==> src/rtl/costas_lock_ctrl.sv <==
// -----------------------------------------------------------------------------
// costas_lock_ctrl
//
// Lock supervisor for a Costas carrier-recovery loop. It averages |phase_err|
// over windows of 2^WIN_LOG2 valid samples, counts consecutive good/bad
// windows, and sequences the loop through IDLE -> CLEAR -> ACQUIRE -> TRACK,
// with FAIL on an acquisition timeout. It also selects the loop-filter gains
// and pulses nco_clr to flush the integrator/NCO before each acquisition.
//
// Ports
//   CLK_IN     in   1   clock for all logic
//   RESET      in   1   asynchronous, active-high reset
//   start      in   1   pulse: begin (re)acquisition from CLEAR
//   abort      in   1   pulse: return to IDLE (highest priority)
//   err_valid  in   1   qualifies phase_err, one sample per high cycle
//   phase_err  in  12   signed phase detector output
//   nco_clr    out  1   clears loop-filter integrator and NCO phase
//   kp_shift   out  4   proportional gain right-shift
//   ki_shift   out  4   integral gain right-shift
//   locked     out  1   carrier lock indication
//   acq_fail   out  1   acquisition timeout flag
//   state      out  3   IDLE=0, CLEAR=1, ACQUIRE=2, TRACK=3, FAIL=4
// -----------------------------------------------------------------------------
module costas_lock_ctrl #(
  parameter int unsigned WIN_LOG2    = 8,
  parameter int unsigned LOCK_THR    = 64,
  parameter int unsigned LOCK_CNT    = 4,
  parameter int unsigned UNLOCK_CNT  = 2,
  parameter int unsigned ACQ_TIMEOUT = 64,
  parameter int unsigned CLR_CYCLES  = 16,
  parameter logic [3:0]  ACQ_KP      = 4'd4,
  parameter logic [3:0]  ACQ_KI      = 4'd8,
  parameter logic [3:0]  TRK_KP      = 4'd7,
  parameter logic [3:0]  TRK_KI      = 4'd12
) (
  input  logic               CLK_IN,
  input  logic               RESET,
  input  logic               start,
  input  logic               abort,
  input  logic               err_valid,
  input  logic signed [11:0] phase_err,
  output logic               nco_clr,
  output logic [3:0]         kp_shift,
  output logic [3:0]         ki_shift,
  output logic               locked,
  output logic               acq_fail,
  output logic [2:0]         state
);

  typedef enum logic [2:0] {
    ST_IDLE    = 3'd0,
    ST_CLEAR   = 3'd1,
    ST_ACQUIRE = 3'd2,
    ST_TRACK   = 3'd3,
    ST_FAIL    = 3'd4
  } state_t;

  // 2^WIN_LOG2 samples of at most 2047 always fit in 11+WIN_LOG2 bits.
  localparam int ACC_W  = 11 + WIN_LOG2;
  localparam int GOOD_W = $clog2(LOCK_CNT + 1);
  localparam int BAD_W  = $clog2(UNLOCK_CNT + 1);
  localparam int WIN_W  = $clog2(ACQ_TIMEOUT + 1);
  localparam int CLR_W  = $clog2(CLR_CYCLES + 1);

  // One extra bit so the shifted threshold cannot overflow the compare.
  localparam logic [ACC_W:0] GOOD_LIMIT = (ACC_W + 1)'(LOCK_THR) << WIN_LOG2;

  state_t              cur;
  logic [10:0]         abs_err;
  logic [ACC_W-1:0]    acc;
  logic [ACC_W-1:0]    acc_sum;
  logic [WIN_LOG2-1:0] smp_cnt;
  logic [GOOD_W-1:0]   good_cnt;
  logic [BAD_W-1:0]    bad_cnt;
  logic [WIN_W-1:0]    win_cnt;
  logic [CLR_W-1:0]    clr_cnt;

  logic in_loop, win_end, win_good;
  logic lock_hit, timeout_hit, unlock_hit, clr_done;

  assign state = cur;

  // Saturating magnitude: -2048 has no positive 12-bit counterpart, clamp it.
  always_comb begin
    // NOTE: default first so every path assigns abs_err and no latch is inferred.
    abs_err = phase_err[10:0];
    if (phase_err == 12'sh800)
      abs_err = 11'h7FF;
    else if (phase_err[11])
      abs_err = ~phase_err[10:0] + 11'd1;
  end

  assign in_loop  = (cur == ST_ACQUIRE) || (cur == ST_TRACK);
  assign acc_sum  = acc + ACC_W'(abs_err);
  // The window-ending sample is part of the sum that is judged.
  assign win_end  = err_valid && in_loop && (&smp_cnt);
  assign win_good = {1'b0, acc_sum} < GOOD_LIMIT;

  assign lock_hit    = win_good && ((good_cnt + 1'b1) == GOOD_W'(LOCK_CNT));
  assign timeout_hit = (win_cnt + 1'b1) == WIN_W'(ACQ_TIMEOUT);
  assign unlock_hit  = !win_good && ((bad_cnt + 1'b1) == BAD_W'(UNLOCK_CNT));
  assign clr_done    = clr_cnt == CLR_W'(CLR_CYCLES - 1);

  // NOTE: all state uses non-blocking assignments so every register samples
  // the pre-edge values of the others, regardless of statement order.
  always_ff @(posedge CLK_IN or posedge RESET) begin
    if (RESET) begin
      cur      <= ST_IDLE;
      nco_clr  <= 1'b0;
      locked   <= 1'b0;
      acq_fail <= 1'b0;
      kp_shift <= ACQ_KP;
      ki_shift <= ACQ_KI;
      acc      <= '0;
      smp_cnt  <= '0;
      good_cnt <= '0;
      bad_cnt  <= '0;
      win_cnt  <= '0;
      clr_cnt  <= '0;
    end else if (abort) begin
      // Abort beats start and any window-end decision in the same cycle.
      cur      <= ST_IDLE;
      nco_clr  <= 1'b0;
      locked   <= 1'b0;
      acq_fail <= 1'b0;
      kp_shift <= ACQ_KP;
      ki_shift <= ACQ_KI;
      acc      <= '0;
      smp_cnt  <= '0;
      good_cnt <= '0;
      bad_cnt  <= '0;
      win_cnt  <= '0;
      clr_cnt  <= '0;
    end else if (start) begin
      // Restart from any state: flush the loop and discard the partial window.
      cur      <= ST_CLEAR;
      nco_clr  <= 1'b1;
      locked   <= 1'b0;
      acq_fail <= 1'b0;
      kp_shift <= ACQ_KP;
      ki_shift <= ACQ_KI;
      acc      <= '0;
      smp_cnt  <= '0;
      good_cnt <= '0;
      bad_cnt  <= '0;
      win_cnt  <= '0;
      clr_cnt  <= '0;
    end else begin
      // Window accumulation; the sample after a window end starts a new one.
      if (err_valid && in_loop) begin
        if (win_end) begin
          acc     <= '0;
          smp_cnt <= '0;
        end else begin
          acc     <= acc_sum;
          smp_cnt <= smp_cnt + 1'b1;
        end
      end

      unique case (cur)
        ST_CLEAR: begin
          if (clr_done) begin
            cur     <= ST_ACQUIRE;
            nco_clr <= 1'b0;
            clr_cnt <= '0;
          end else begin
            clr_cnt <= clr_cnt + 1'b1;
          end
        end

        ST_ACQUIRE: begin
          if (win_end) begin
            good_cnt <= win_good ? good_cnt + 1'b1 : '0;
            win_cnt  <= win_cnt + 1'b1;
            // Lock is checked first so it wins over a coincident timeout.
            if (lock_hit) begin
              cur      <= ST_TRACK;
              locked   <= 1'b1;
              kp_shift <= TRK_KP;
              ki_shift <= TRK_KI;
              good_cnt <= '0;
              win_cnt  <= '0;
            end else if (timeout_hit) begin
              cur      <= ST_FAIL;
              acq_fail <= 1'b1;
              good_cnt <= '0;
              win_cnt  <= '0;
            end
          end
        end

        ST_TRACK: begin
          if (win_end) begin
            bad_cnt <= win_good ? '0 : bad_cnt + 1'b1;
            if (unlock_hit) begin
              // Automatic relock: flush the loop and acquire again.
              cur      <= ST_CLEAR;
              nco_clr  <= 1'b1;
              locked   <= 1'b0;
              kp_shift <= ACQ_KP;
              ki_shift <= ACQ_KI;
              bad_cnt  <= '0;
              clr_cnt  <= '0;
            end
          end
        end

        default: ; // IDLE and FAIL wait for start/abort
      endcase
    end
  end

endmodule

==> config.mk <==
export PLATFORM = sky130hd
export DESIGN_NAME = costas_lock_ctrl
export DESIGN_NICKNAME = d
export VERILOG_FILES = /design/src/rtl/costas_lock_ctrl.sv
export SDC_FILE = /design/constraint.sdc
export NUM_CORES = 1
export LEC_CHECK = 0
export CORE_MARGIN = 4
export CORE_UTILIZATION = 30
export CTS_CLUSTER_DIAMETER = 30
export CTS_CLUSTER_SIZE = 8
export DETAILED_ROUTE_END_ITERATION = 16
export GPL_TIMING_DRIVEN = 0
export HOLD_SLACK_MARGIN = 0.05
export PLACE_DENSITY = 0.54
export SLEW_MARGIN = 20
export SYNTH_ARGS = -nofsm -noshare
export SYNTH_HDL_FRONTEND = slang
export SYNTH_SLANG_ARGS = --single-unit
export TNS_END_PERCENT = 30
==> constraint.sdc <==
create_clock -name CLK_IN -period 4 [get_ports CLK_IN]
set_input_delay 0.4 -clock CLK_IN [delete_from_list [all_inputs] [get_ports CLK_IN]]
set_output_delay 0.4 -clock CLK_IN [all_outputs]
set_load 0.01 [all_outputs]
; ---- Word level (Yosys, flattened, before mapping)
; Index checks and enable logic that the tools add are counted.
[classes]
mux = 77
n_bitwise = 1
order_cmp = 1
reduce_logical = 22
n_addsub = 7
n_mul = 0
div = 0
n_eq_ne = 15
shift = 0
[ops]
columns = operator, n
row1 = 2-to-1 mux 19 bit, 4
row2 = 2-to-1 mux 4 bit, 12
row3 = 2-to-1 mux 3 bit, 15
row4 = 2-to-1 mux 7 bit, 6
row5 = 2-to-1 mux 8 bit, 4
row6 = 2-to-1 mux 5 bit, 5
row7 = 2-to-1 mux 11 bit, 2
row8 = "inequality test 4 bit, second input constant", 5
row9 = adder 19 x 11 -> 19 bit, 1
row10 = "less-than comparator 19 x 15 -> 1 bit, second input constant", 1
row11 = 2-to-1 mux 1 bit, 17
row12 = case mux 4 bit (2 select lines), 2
row13 = nonzero test 3 bit, 5
row14 = "== test 12 bit, second input constant", 1
row15 = 2-to-1 mux 2 bit, 6
row16 = "adder 11 x 1 -> 11 bit, second input constant", 1
row17 = NOT 11 bit, 1
row18 = case mux 5 bit (2 select lines), 1
row19 = case mux 3 bit (3 select lines), 1
row20 = "adder 8 x 1 -> 8 bit, second input constant", 1
row21 = AND reduction 4 bit, 2
row22 = AND reduction 8 bit, 1
row23 = nonzero test 4 bit, 2
row24 = "adder 7 x 1 -> 7 bit, second input constant", 1
row25 = 20 further kinds, 26
[totals]
ff_bits = 58
mem_bits_ro = 0
ram_bits = 0
output_inout_bits = 14
latch_bits = 0
n_memories = 0
elab_cells = 135
in_bits = 17

; ---- Longest topological paths before layout
; Gate-level depths: netlist (run 1).
[depth]
depth_word = 13
ltp_mapped = 20
mapped_depth_nobuf = 19

; ---- Least setup slack after synthesis (run 1)
; OpenSTA, ideal clock, no wires.
[synth_timing]
kind = in2reg
start = input port phase_err[0]
end = register clr_cnt[0]
cell_stages = 20
required_ns = 3.875
n_path_buf = 1
arrival_time_ns = 4.629
setup_slack_ns = -0.754
cell_sequence = inv_1 > ha_1 > nand2_1 > or3_1 > or3_1 > or3_1 > or3b_1 > buf_2 > nand2_1 > ha_1 > inv_1 > fa_1 > nand2b_1 > a21oi_2 > o21ai_0 > a311oi_1 > o2111ai_2 > o2111ai_2 > nand2_2 > mux2_4
[synth_between]
elab_chain_cells = 10
elab_cells_between_ends = 11
cone_classes = 2 x add/sub / 1 x order compare / 2 x eq/ne / 2 x mux / 1 x bitwise / 3 x reduce/logical
[synth_lines]
columns = element, line_no
row1 = "start, declared", 41  ; input logic signed [11:0] phase_err,
row2 = NOT 11 bit, 90  ; abs_err = ~phase_err[10:0] + 11'd1;
row3 = adder 11 x 1 -> 11 bit, 90
row4 = 2-to-1 mux 11 bit, 89  ; else if (phase_err[11])
row5 = 2-to-1 mux 11 bit *, 87  ; if (phase_err == 12'sh800)
row6 = adder 19 x 11 -> 19 bit *, 94  ; assign acc_sum = acc + ACC_W'(abs_err);
row7 = less-than comparator 19 x 15 -> 1 bit *, 97  ; assign win_good = {1'b0, acc_sum} < GOOD_LIMIT;
row8 = zero test 1 bit *, 101  ; assign unlock_hit = !win_good && ((bad_cnt + 1'b1) == BAD_W'(UNLOCK_CNT));
row9 = logical AND 1 bit *, 101
row10 = inequality test 4 bit (no line) *, --
row11 = AND reduction 3 bit (no line) *, --
row12 = "end signal, assigned", 167  ; clr_cnt <= clr_cnt + 1'b1;
row13 = "end, declared", 76  ; logic [CLR_W-1:0] clr_cnt;
; Every way passes the cells marked *; elsewhere a longest branch is shown, timed or not.
; A chain may end at the register's enable or synchronous reset.

; ---- Worst setup path after layout (run 1)
[layout_timing]
start = input port phase_err[0]
end = register bad_cnt[1]
[layout_between]
elab_chain_cells = 13
elab_cells_between_ends = 15
cone_classes = 2 x add/sub / 1 x order compare / 1 x eq/ne / 8 x mux / 1 x bitwise / 2 x reduce/logical
[layout_lines]
columns = element, line_no
row1 = NOT 11 bit, 90
row2 = adder 11 x 1 -> 11 bit, 90
row3 = 2-to-1 mux 11 bit, 89
row4 = 2-to-1 mux 11 bit *, 87
row5 = adder 19 x 11 -> 19 bit *, 94
row6 = less-than comparator 19 x 15 -> 1 bit *, 97
row7 = zero test 1 bit, 101
row8 = logical AND 1 bit, 101
row9 = 2-to-1 mux 2 bit *, 195  ; if (unlock_hit) begin
row10 = 2-to-1 mux 2 bit *, 193  ; if (win_end) begin
row11 = 2-to-1 mux 2 bit *, 160  ; unique case (cur)
row12 = 2-to-1 mux 2 bit *, 134  ; end else if (start) begin
row13 = 2-to-1 mux 2 bit *, 120  ; end else if (abort) begin
row14 = "end signal, assigned", 194  ; bad_cnt <= win_good ? '0 : bad_cnt + 1'b1;
row15 = "end, declared", 74  ; logic [BAD_W-1:0] bad_cnt;
; Every way passes the cells marked *; elsewhere a longest branch is shown, timed or not. The select of a mux whose other input is x is not followed.

==> results of run 1 <==
-- sequential cells by signal, summed over array words and instances, names as in the netlist --
signal    cells
acc          19
acq_fail      1
bad_cnt       2
clr_cnt       5
good_cnt      3
kp_shift      1
nco_clr       1
smp_cnt       8
state         3
win_cnt       7
-- worst register-to-register path, delay by kind of cell, from the launching register on --
| family | cells | cell delay [ns] |
|---|---|---|
| flip-flops | 1 | 0.39 |
| buffers and inverters | 3 | 0.35 |
| adder cells (fa/ha/maj) | 2 | 0.49 |
| AO/OA/AOI/OAI | 4 | 0.86 |
| multiplexers | 1 | 0.13 |
| AND/OR/NAND/NOR | 3 | 0.66 |
-- worst max path at each step --
stage | depth (start not counted) | end | from | slack (ns)
final | 23 | bad_cnt[1]$_DFFE_PP0P_ | phase_err[0] | -0.55
after global routing | 23 | bad_cnt[1]$_DFFE_PP0P_ | phase_err[0] | -0.67
after CTS | 21 | clr_cnt[0]$_DFFE_PP0P_ | phase_err[0] | -0.60
after detailed placement | 21 | good_cnt[1]$_DFFE_PP0P_ | phase_err[0] | -1.48
after global placement | 21 | good_cnt[0]$_DFFE_PP0P_ | phase_err[0] | -1.50
after floorplan | 20 | clr_cnt[0]$_DFFE_PP0P_ | phase_err[0] | -0.34
-- cells in the final DEF (no fill, tap or decap), types with 5 or more instances in the layout --
master	synthesis	layout
and3_1	8	8
ha_1	21	18
o21ai_0	27	21
nor3_1	8	8
nor2_1	32	29
buf_4	11	25
nor2b_1	6	6
nand4_1	5	5
nand3_1	19	19
o21a_1	6	6
a21oi_1	21	16
or3_1	8	5
xor2_1	21	21
clkbuf_1	9	9
dfrtp_1	50	50
o21ai_1	1	5
clkdlybuf4s50_1	0	19
inv_1	14	10
clkbuf_16	0	5
buf_6	1	6
nand2b_1	7	6
o31ai_1	10	10
conb_1	2	5
nand2_1	67	64
-- power by group --
group	switching (mW)	leakage, nW	total (mW)	internal, mW
logic	0.201	1.19	0.340	0.139
clock network	0.205	0.0875	0.520	0.315
registers	0.0150	0.688	0.538	0.523
-- cell families after synthesis --
kind of cell	after synthesis	share of synthesized area, %
other cells	2	0.207
flops	50	34.5
buf+inv	37	5.24
fa+ha+maj	22	7.79
compound gates	102	19.5
xor+xnor	25	6.03
mux	6	1.83
simple gates	183	24.9
-- metal layers --
layer / vias up / global-route usage (%) / wire length [um]
met3: 10 / 2.50 / 255
met1: 1572 / 17.6 / 4340
met5: - / 0 / 0
met4: 0 / 3.00 / 67
met2: 43 / 22.0 / 4240
li1: 1618 / - / -
-- final cells by class --
class | count | area (sq um)
Multi-Input combinational cell | 343 | 2410
Inverter | 14 | 73.8
Tap cell | 143 | 179
Clock buffer | 6 | 139
Timing Repair Buffer | 43 | 399
Clock inverter | 2 | 38.8
Fill cell | 1184 | 6980
Sequential cell | 50 | 1250
Buffer | 23 | 144
-- through the flow --
stage / setup TNS, ns / utilization, % / setup WS [ns] / hold slack (ns)
after detailed placement: -38.87 / 35.9 / -1.48 / 0.476
after floorplan: -5.21 / - / -0.343 / 0.450
final: -9.84 / 39.9 / -0.547 / 0.486
after global routing: -13.75 / 39.9 / -0.670 / 0.518
after CTS: -12.24 / 38.9 / -0.597 / 0.493
after global placement: -39.36 / 35.9 / -1.50 / 0.465
-- repair_timing --
action	4_1_cts	5_1_grt
pin swaps	23	17
buffers inserted	13	5
endpoints found under the hold margin	0	0
endpoints found under the setup margin	35	31
resized for setup	37	21
==> flow_metrics.py, run 1 <==
metrics = {
    "critical_path": {
        "cp_common_cell": "or3_4",
        "cp.arrival_ns": 4.77,
        "reg2reg_depth": 13,
        "crit_path_start_kind": "input port",
        "cpPeakStageDelay_ns": 0.43,
        "r2r-end": "bad_cnt[1]$_DFFE_PP0P_",
        "path_delay_family": "simple AND/OR/NAND/NOR gates",
        "worstPathMaxFanout": 8,
        "crit_required_ns": 4.22,
        "path_cells": "buf_12 > inv_16 > ha_4 > nand2_2 > or3_4 > or3_4 > or3_4 > or3b_1 > buf_6 > nand2_4 > ha_4 > inv_2 > fa_2 > nand2b_4 > a21oi_4 > buf_6 > o21ai_4 > a22o_1 > o211ai_4 > buf_4 > nor2_2 > or4_1 > mux2i_1",
        "critPathBufInv": 6,
        "cp-end-kind": "flop",
        "slowest_stage": "or4_1",
        "crit_type": "in2reg",
        "rrSetupSlack_ns": 1.05,
        "reg2reg_from": "acc[0]$_DFFE_PP0P_",
    },
    "timing": {
        "layout_setup_ws_ns": -0.547,
        "finClkSkew_ns": 0.0146,
        "finalSetupViolations": 23,
        "finalCriticalPeriod_ns": 4.55,
        "slew_violations": 0,
        "timing.final.hold_violations": 0,
        "worst_pin_slew_ns": 0.644,
        "maxSlewHeadroom_pct": 57.1,
        "rsz0062_at_grt": "true",
        "fmax_mhz": 220,
        "fin_crit_sh_pct": 114,
    },
    "global_routing": {
        "grt_pass1_wl_um": 15500,
        "grtUsageTotal_pct": 13.2,
        "first_global_vias": 3260,
        "antenna_found_initial": 0,
        "grt_max_degree": 51,
        "grt_overflow": 0,
    },
    "synth": {
        "synth_top_cells_by_area": "dfrtp_1 (34%), ha_1 (7.2%), nand2_1 (6.9%)",
        "ys_types": 64,
        "synth_edf_count": 0,
        "seq_area_frac_synth_pct": 34.5,
        "ys_top_cells_by_count": "nand2_1 (67), dfrtp_1 (50), nor2_1 (32), o21ai_0 (27)",
        "synth_top_area_share_pct": 34.5,
        "postSynthRegisterBits": 50,
        "yosysWarnings": 0,
        "synth_area_leader_cell": "dfrtp_1",
        "synth_area_sq_um": 3630,
        "yosysMostFrequentCell": "nand2_1",
        "synthCells": 427,
        "async_flop_share_pct": 100,
        "synth_flop_cell": "dfrtp_1",
        "syn_area_per_cell_sq_um": 8.50,
    },
    "drt": {
        "drc": 0,
        "wire_per_inst_um": 14.3,
        "first_pass_iters": 4,
        "viasPerCell": 5.20,
        "drt_iter0_markers": 120,
        "ant_nets": 0,
        "wl_um": 8900,
        "via_count": 3243,
    },
    "floorplan": {
        "ios": 31,
        "dieArea_sq_um": 13900,
        "core_sq_um": 11600,
        "die_h_um": 118,
        "die_w_um": 118,
        "std_cell_rows": 39,
        "start_util_pct": 31.3,
    },
    "clock_network": {
        "clkLatencyLatePin_ns": 0.30,
        "cts_root_buffer": "clkbuf_16",
        "cts_tree": "yes",
        "htreeDepth": 2,
        "cts-hold-fix-buffers": 0,
        "clkSinkCount": 50,
        "clockBufferDepth": 2,
        "clk_pin_slew_ns": 0.07,
        "cts-buffers-inserted": 5,
    },
    "run_status": {
        "failed_checks": "negative setup slack",
        "status": "finished with violations",
    },
    "cells_and_area": {
        "stdcell_count": 624,
        "nets": 519,
        "finalInstanceArea_sq_um": 4640,
        "antenna_cells": 0,
        "drive_gt1_share_pct": 18.7,
        "syn2layout_area_growth_pct": 27.8,
    },
    "pwr": {
        "leakage_nw": 1.96,
        "pwr_density_cell_nw_per_um2": 301,
        "p_total_mw": 1.40,
        "irDropWorstVdd_mv": 0.135,
    },
    "place": {
        "place_area_sq_um": 4170,
        "hpwlAfterDp_um": 6280,
        "numPortBuffers": 25,
        "gp_congestion": 0.790,
        "dp.cells": 598,
    },
    "min_path": {
        "hold_class": "reg2reg",
        "min_to": "good_cnt[2]$_DFFE_PP0P_",
        "hold_start": "good_cnt[2]$_DFFE_PP0P_",
        "min_path_cells": 2,
    },
    "flow_run": {
        "cap_viol_max_count": 0,
    },
}
Power figures use the tool's default switching activity.
==> inputs of run 2 (changes only) <==
==> constraint.sdc (replaced) <==
create_clock -name CLK_IN -period 4 [get_ports CLK_IN]
set_input_delay 0.4 -clock CLK_IN [delete_from_list [all_inputs] [get_ports CLK_IN]]
set_output_delay 0.4 -clock CLK_IN [all_outputs]
set_load 0.1 [all_outputs]
==> flow_metrics.py, run 2 (synthesized netlist as in run 1, its figures left out) <==
metrics = {
    "drt": {
        "first_pass_iters": 4,
        "drt_iter0_markers": 112,
        "wire_per_inst_um": 14.0,
        "ant_nets": 0,
        "viasPerCell": 5.13,
        "via_count": 3217,
        "drc": 0,
        "wl_um": 8780,
    },
    "critical_path": {
        "worstPathMaxFanout": 5,
        "path_cells": "buf_8 > inv_4 > ha_4 > nand2_2 > or3_4 > or3_4 > or3_4 > or3b_4 > buf_6 > nand2_4 > ha_4 > inv_2 > fa_2 > nand2b_4 > a21oi_4 > o21ai_4 > a311oi_4 > o2111ai_4 > o2111ai_4 > nand2_4 > mux2_4",
        "crit_required_ns": 4.18,
        "cp.arrival_ns": 4.69,
        "cpPeakStageDelay_ns": 0.39,
        "cp-end-kind": "flop",
        "crit_path_start_kind": "input port",
        "crit_type": "in2reg",
        "slowest_stage": "or3_4",
        "cp_common_cell": "or3_4",
    },
    "clock_network": {
        "cts-hold-fix-buffers": 0,
        "clockBufferDepth": 2,
        "cts_tree": "yes",
        "cts_root_buffer": "clkbuf_16",
        "cts-buffers-inserted": 5,
        "clkSinkCount": 50,
        "clk_pin_slew_ns": 0.07,
        "htreeDepth": 2,
        "clkLatencyLatePin_ns": 0.29,
    },
    "floorplan": {
        "die_h_um": 118,
        "start_util_pct": 31.3,
        "std_cell_rows": 39,
        "dieArea_sq_um": 13900,
        "ios": 31,
        "die_w_um": 118,
        "core_sq_um": 11600,
    },
    "timing": {
        "finalSetupViolations": 23,
        "layout_setup_ws_ns": -0.509,
        "finalCriticalPeriod_ns": 4.51,
        "fmax_mhz": 222,
        "slew_violations": 0,
        "timing.final.hold_violations": 0,
        "worst_pin_slew_ns": 0.975,
        "setup_tns_ns": -9.67,
        "finClkSkew_ns": 0.00626,
        "fin_crit_sh_pct": 113,
        "maxSlewHeadroom_pct": 34.8,
        "rsz0062_at_grt": "true",
    },
    "global_routing": {
        "antenna_found_initial": 0,
        "grt_max_degree": 51,
        "grt_overflow": 0,
        "first_global_vias": 3307,
        "grtUsageTotal_pct": 13.1,
        "grt_pass1_wl_um": 15800,
    },
    "cells_and_area": {
        "syn2layout_area_growth_pct": 27.5,
        "final_common_cell": "nand2_1",
        "finalInstanceArea_sq_um": 4630,
        "regMostFlops": "acc",
        "layout_common_cells": "nand2_1 (64), dfrtp_1 (50), nor2_1 (29), buf_4 (29)",
        "antenna_cells": 0,
        "largest_reg_flops": 19,
        "drive_gt1_share_pct": 19.0,
        "reg_top3": "acc x19, smp_cnt x8, win_cnt x7",
        "nets": 522,
    },
    "min_path": {
        "hold_class": "reg2reg",
    },
    "run_status": {
        "failed_checks": "negative setup slack",
        "status": "finished with violations",
    },
    "flow_run": {
        "cap_viol_max_count": 0,
    },
    "place": {
        "numPortBuffers": 25,
        "hpwlAfterDp_um": 6320,
        "place_area_sq_um": 4170,
        "gp_congestion": 0.789,
    },
    "pwr": {
        "pwr_density_cell_nw_per_um2": 290,
        "irDropWorstVdd_mv": 0.173,
        "leakage_nw": 1.96,
    },
}
## run 2: critical path, delay by kind of cell
family | cells | cell delay (ns)
AND/OR/NAND/NOR | 8 | 1.84
AO/OA/AOI/OAI | 5 | 1.22
multiplexers | 1 | 0.30
buffers and inverters | 4 | 0.32
adder cells (fa/ha/maj) | 3 | 0.59
## run 2: routing by layer
metal,global-route usage [%],share of wire [%]
met4,2.27,0.88
met3,2.64,2.7
met2,22.6,49
met1,17.2,47
met5,0,0
## run 2: timing repair
action                                  CTS  global route
resized for setup                        43            16
buffers inserted                         14             7
gates cloned                              1             0
pin swaps                                24            20
endpoints found under the setup margin   35            33
hold endpoints to repair                  0             0
## run 2: per-stage QoR
stage | std cells | utilization [%] | setup slack [ns] | hold slack, ns | power [mW]
3_5_place_dp | 598 | 35.9 | -1.53 | 0.470 | 0.880
4_1_cts | 621 | 38.9 | -0.651 | 0.486 | 1.35
5_1_grt | 627 | 39.8 | -0.647 | 0.512 | 1.43
2_1_floorplan | 430 | - | -0.331 | 0.450 | 0.799
3_3_place_gp | 598 | 35.8 | -1.50 | 0.465 | 0.875
6_report | 627 | 39.8 | -0.509 | 0.477 | 1.34
## run 2: final cells by class
type / instances / area [sq um]
Buffer: 23 / 144
Clock buffer: 6 / 139
Clock inverter: 2 / 12.5
Fill cell: 1208 / 6990
Inverter: 14 / 73.8
Multi-Input combinational cell: 343 / 2410
Sequential cell: 50 / 1250
Tap cell: 143 / 179
Timing Repair Buffer: 46 / 417
## run 2: power breakdown
part	leakage [nW]	switching [mW]	internal (mW)	total [mW]
clock	0.0729	0.199	0.248	0.447
sequential	0.688	0.0138	0.523	0.537
combinational	1.20	0.225	0.135	0.359
## run 2: final timing paths
| kind | end | cells after the start | slack [ns] | startpoint |
|---|---|---|---|---|
| max in group asynchronous | acc[10]$_DFFE_PP0P_ | 2 | 2.99 | RESET |
| min in group asynchronous | acc[1]$_DFFE_PP0P_ | 2 | 0.56 | RESET |
| hold reg to reg | good_cnt[2]$_DFFE_PP0P_ | 2 | 0.48 | good_cnt[2]$_DFFE_PP0P_ |
| setup / recovery | clr_cnt[0]$_DFFE_PP0P_ | 21 | -0.51 | phase_err[1] |
| setup reg to reg | clr_cnt[0]$_DFFE_PP0P_ | 11 | 1.13 | acc[8]$_DFFE_PP0P_ |
| hold / removal | good_cnt[2]$_DFFE_PP0P_ | 2 | 0.48 | good_cnt[2]$_DFFE_PP0P_ |
==> inputs of run 3 (changes only) <==
--- a/config.mk
+++ b/config.mk
@@ -5,13 +5,14 @@
 export SDC_FILE = /design/constraint.sdc
 export NUM_CORES = 1
 export LEC_CHECK = 0
+export CORE_ASPECT_RATIO = 1.5
 export CORE_MARGIN = 4
 export CORE_UTILIZATION = 30
 export CTS_CLUSTER_DIAMETER = 30
 export CTS_CLUSTER_SIZE = 8
 export DETAILED_ROUTE_END_ITERATION = 16
 export GPL_TIMING_DRIVEN = 0
-export HOLD_SLACK_MARGIN = 0.05
+export HOLD_SLACK_MARGIN = 0.1
 export PLACE_DENSITY = 0.54
 export SLEW_MARGIN = 20
 export SYNTH_ARGS = -nofsm -noshare
==> flow_metrics.py, run 3 (synthesized netlist as in run 1, its figures left out) <==
metrics = {
    "drt": {
        "drt_iter0_markers": 115,
        "first_pass_iters": 4,
        "via_count": 3318,
        "wire_per_inst_um": 15.1,
        "ant_nets": 0,
        "wl_um": 9550,
        "drc": 0,
        "viasPerCell": 5.25,
    },
    "timing": {
        "setup_tns_ns": -11.14,
        "finalSetupViolations": 23,
        "fin_crit_sh_pct": 114,
        "layout_setup_ws_ns": -0.562,
        "rsz0062_at_grt": "true",
        "hold_slack_ns": 0.483,
        "slew_violations": 0,
        "finClkSkew_ns": 0.00460,
        "finalCriticalPeriod_ns": 4.56,
        "maxSlewHeadroom_pct": 34.9,
        "fmax_mhz": 219,
        "worst_pin_slew_ns": 0.974,
        "timing.final.hold_violations": 0,
    },
    "global_routing": {
        "grt_max_degree": 51,
        "first_global_vias": 3374,
        "antenna_found_initial": 0,
        "grt_overflow": 0,
        "grtUsageTotal_pct": 13.8,
        "grt_pass1_wl_um": 15900,
    },
    "cells_and_area": {
        "reg_top3": "acc x19, smp_cnt x8, win_cnt x7",
        "layout_common_cells": "nand2_1 (64), dfrtp_1 (50), nor2_1 (28), buf_4 (24), xor2_1 (21)",
        "antenna_cells": 0,
        "regMostFlops": "acc",
        "final_common_cell": "nand2_1",
        "nets": 520,
        "finalInstanceArea_sq_um": 4750,
        "drive_gt1_share_pct": 21.8,
        "syn2layout_area_growth_pct": 30.9,
        "largest_reg_flops": 19,
        "finish.utilization_pct": 40.8,
        "stdcell_count": 632,
    },
    "floorplan": {
        "dieArea_sq_um": 14000,
        "core_sq_um": 11700,
        "std_cell_rows": 48,
        "die_w_um": 97.8,
        "die_h_um": 143,
        "ios": 31,
        "start_util_pct": 31.2,
    },
    "clock_network": {
        "clk_pin_slew_ns": 0.07,
        "cts_root_buffer": "clkbuf_16",
        "clkLatencyLatePin_ns": 0.30,
        "clockBufferDepth": 2,
        "clkSinkCount": 50,
        "cts_tree": "yes",
        "htreeDepth": 2,
        "cts-buffers-inserted": 5,
    },
    "min_path": {
        "hold_class": "reg2reg",
    },
    "pwr": {
        "leakage_nw": 1.98,
        "irDropWorstVdd_mv": 0.161,
        "p_total_mw": 1.43,
        "pwr_density_cell_nw_per_um2": 301,
    },
    "critical_path": {
        "cp_common_cell": "or3_4",
        "slowest_stage": "or4_4",
        "crit_path_start_kind": "input port",
        "cp-end-kind": "flop",
        "path_cells": "buf_12 > inv_16 > ha_4 > nand2_2 > or3_4 > or3_4 > or3_4 > or3b_4 > buf_6 > nand2_4 > ha_4 > inv_2 > fa_2 > nand2b_4 > a21oi_4 > o21ai_4 > a22o_1 > o211ai_4 > nor3_4 > buf_4 > buf_6 > or4_4 > a21oi_2",
        "worstPathMaxFanout": 5,
        "cpPeakStageDelay_ns": 0.41,
        "cp.arrival_ns": 4.79,
        "crit_type": "in2reg",
        "crit_required_ns": 4.23,
    },
    "place": {
        "dpl_worst_slack_ns": -1.66,
        "dp.cells": 605,
        "hpwlAfterDp_um": 6630,
        "place_area_sq_um": 4170,
        "gp_congestion": 0.858,
        "numPortBuffers": 25,
    },
    "run_status": {
        "status": "finished with violations",
        "failed_checks": "negative setup slack",
    },
    "flow_run": {
        "cap_viol_max_count": 0,
    },
}
[run 3: cell count changes in the layout (fill, tap and decap cells not counted), moves of 2 or more]
cell,change
a21oi_1,-2
a21oi_2,+2
o21ai_0,-4
nor2_2,+2
ha_1,-4
clkbuf_1,+2
nand3_1,-2
o21ai_2,+5
buf_6,+4
buf_4,-5
ha_4,+3
[run 3: cell type report]
| type | count | area (sq um) |
|---|---|---|
| Fill cell | 1198 | 6900 |
| Multi-Input combinational cell | 343 | 2510 |
| Sequential cell | 50 | 1250 |
| Timing Repair Buffer | 44 | 414 |
| Tap cell | 150 | 188 |
| Buffer | 23 | 148 |
| Clock buffer | 7 | 133 |
| Inverter | 14 | 73.8 |
| Clock inverter | 1 | 30.0 |
[run 3: path summary, 6_finish.rpt]
path | start | slack, ns | depth (start not counted) | end
setup / recovery | phase_err[0] | -0.56 | 23 | win_cnt[0]$_DFFE_PP0P_
min in group asynchronous | RESET | 0.55 | 2 | acc[16]$_DFFE_PP0P_
setup reg to reg | acc[8]$_DFFE_PP0P_ | 1.09 | 12 | win_cnt[4]$_DFFE_PP0P_
hold / removal | good_cnt[2]$_DFFE_PP0P_ | 0.48 | 2 | good_cnt[2]$_DFFE_PP0P_
hold reg to reg | good_cnt[2]$_DFFE_PP0P_ | 0.48 | 2 | good_cnt[2]$_DFFE_PP0P_
max in group asynchronous | RESET | 3.00 | 2 | acc[6]$_DFFE_PP0P_
[run 3: metal layers]
metal,up-vias,share of wire [%],GRT usage [%],routed length (um)
met5,-,0,0,0
met4,0,3.1,6.35,296
met3,24,2.8,2.35,268
met2,65,52,24.9,4930
met1,1615,42,15.9,4050
li1,1614,-,-,-
[run 3: report_power, final]
group	leakage (nW)	switching [mW]	internal [mW]	total, mW
clock network	0.0781	0.201	0.297	0.497
registers	0.688	0.0160	0.523	0.539
logic	1.21	0.241	0.152	0.393
[run 3: worst max-delay path, delay by kind of cell]
| family | cells | cell delay [ns] |
|---|---|---|
| AND/OR/NAND/NOR | 9 | 2.18 |
| adder cells (fa/ha/maj) | 3 | 0.59 |
| AO/OA/AOI/OAI | 5 | 1.01 |
| buffers and inverters | 6 | 0.61 |
[run 3: timing repair]
item,4_1_cts,5_1_grt
pin swaps,30,18
hold buffers,0,0
resized for setup,60,24
buffers inserted,11,7
cloned,2,0
setup endpoints to repair,35,33
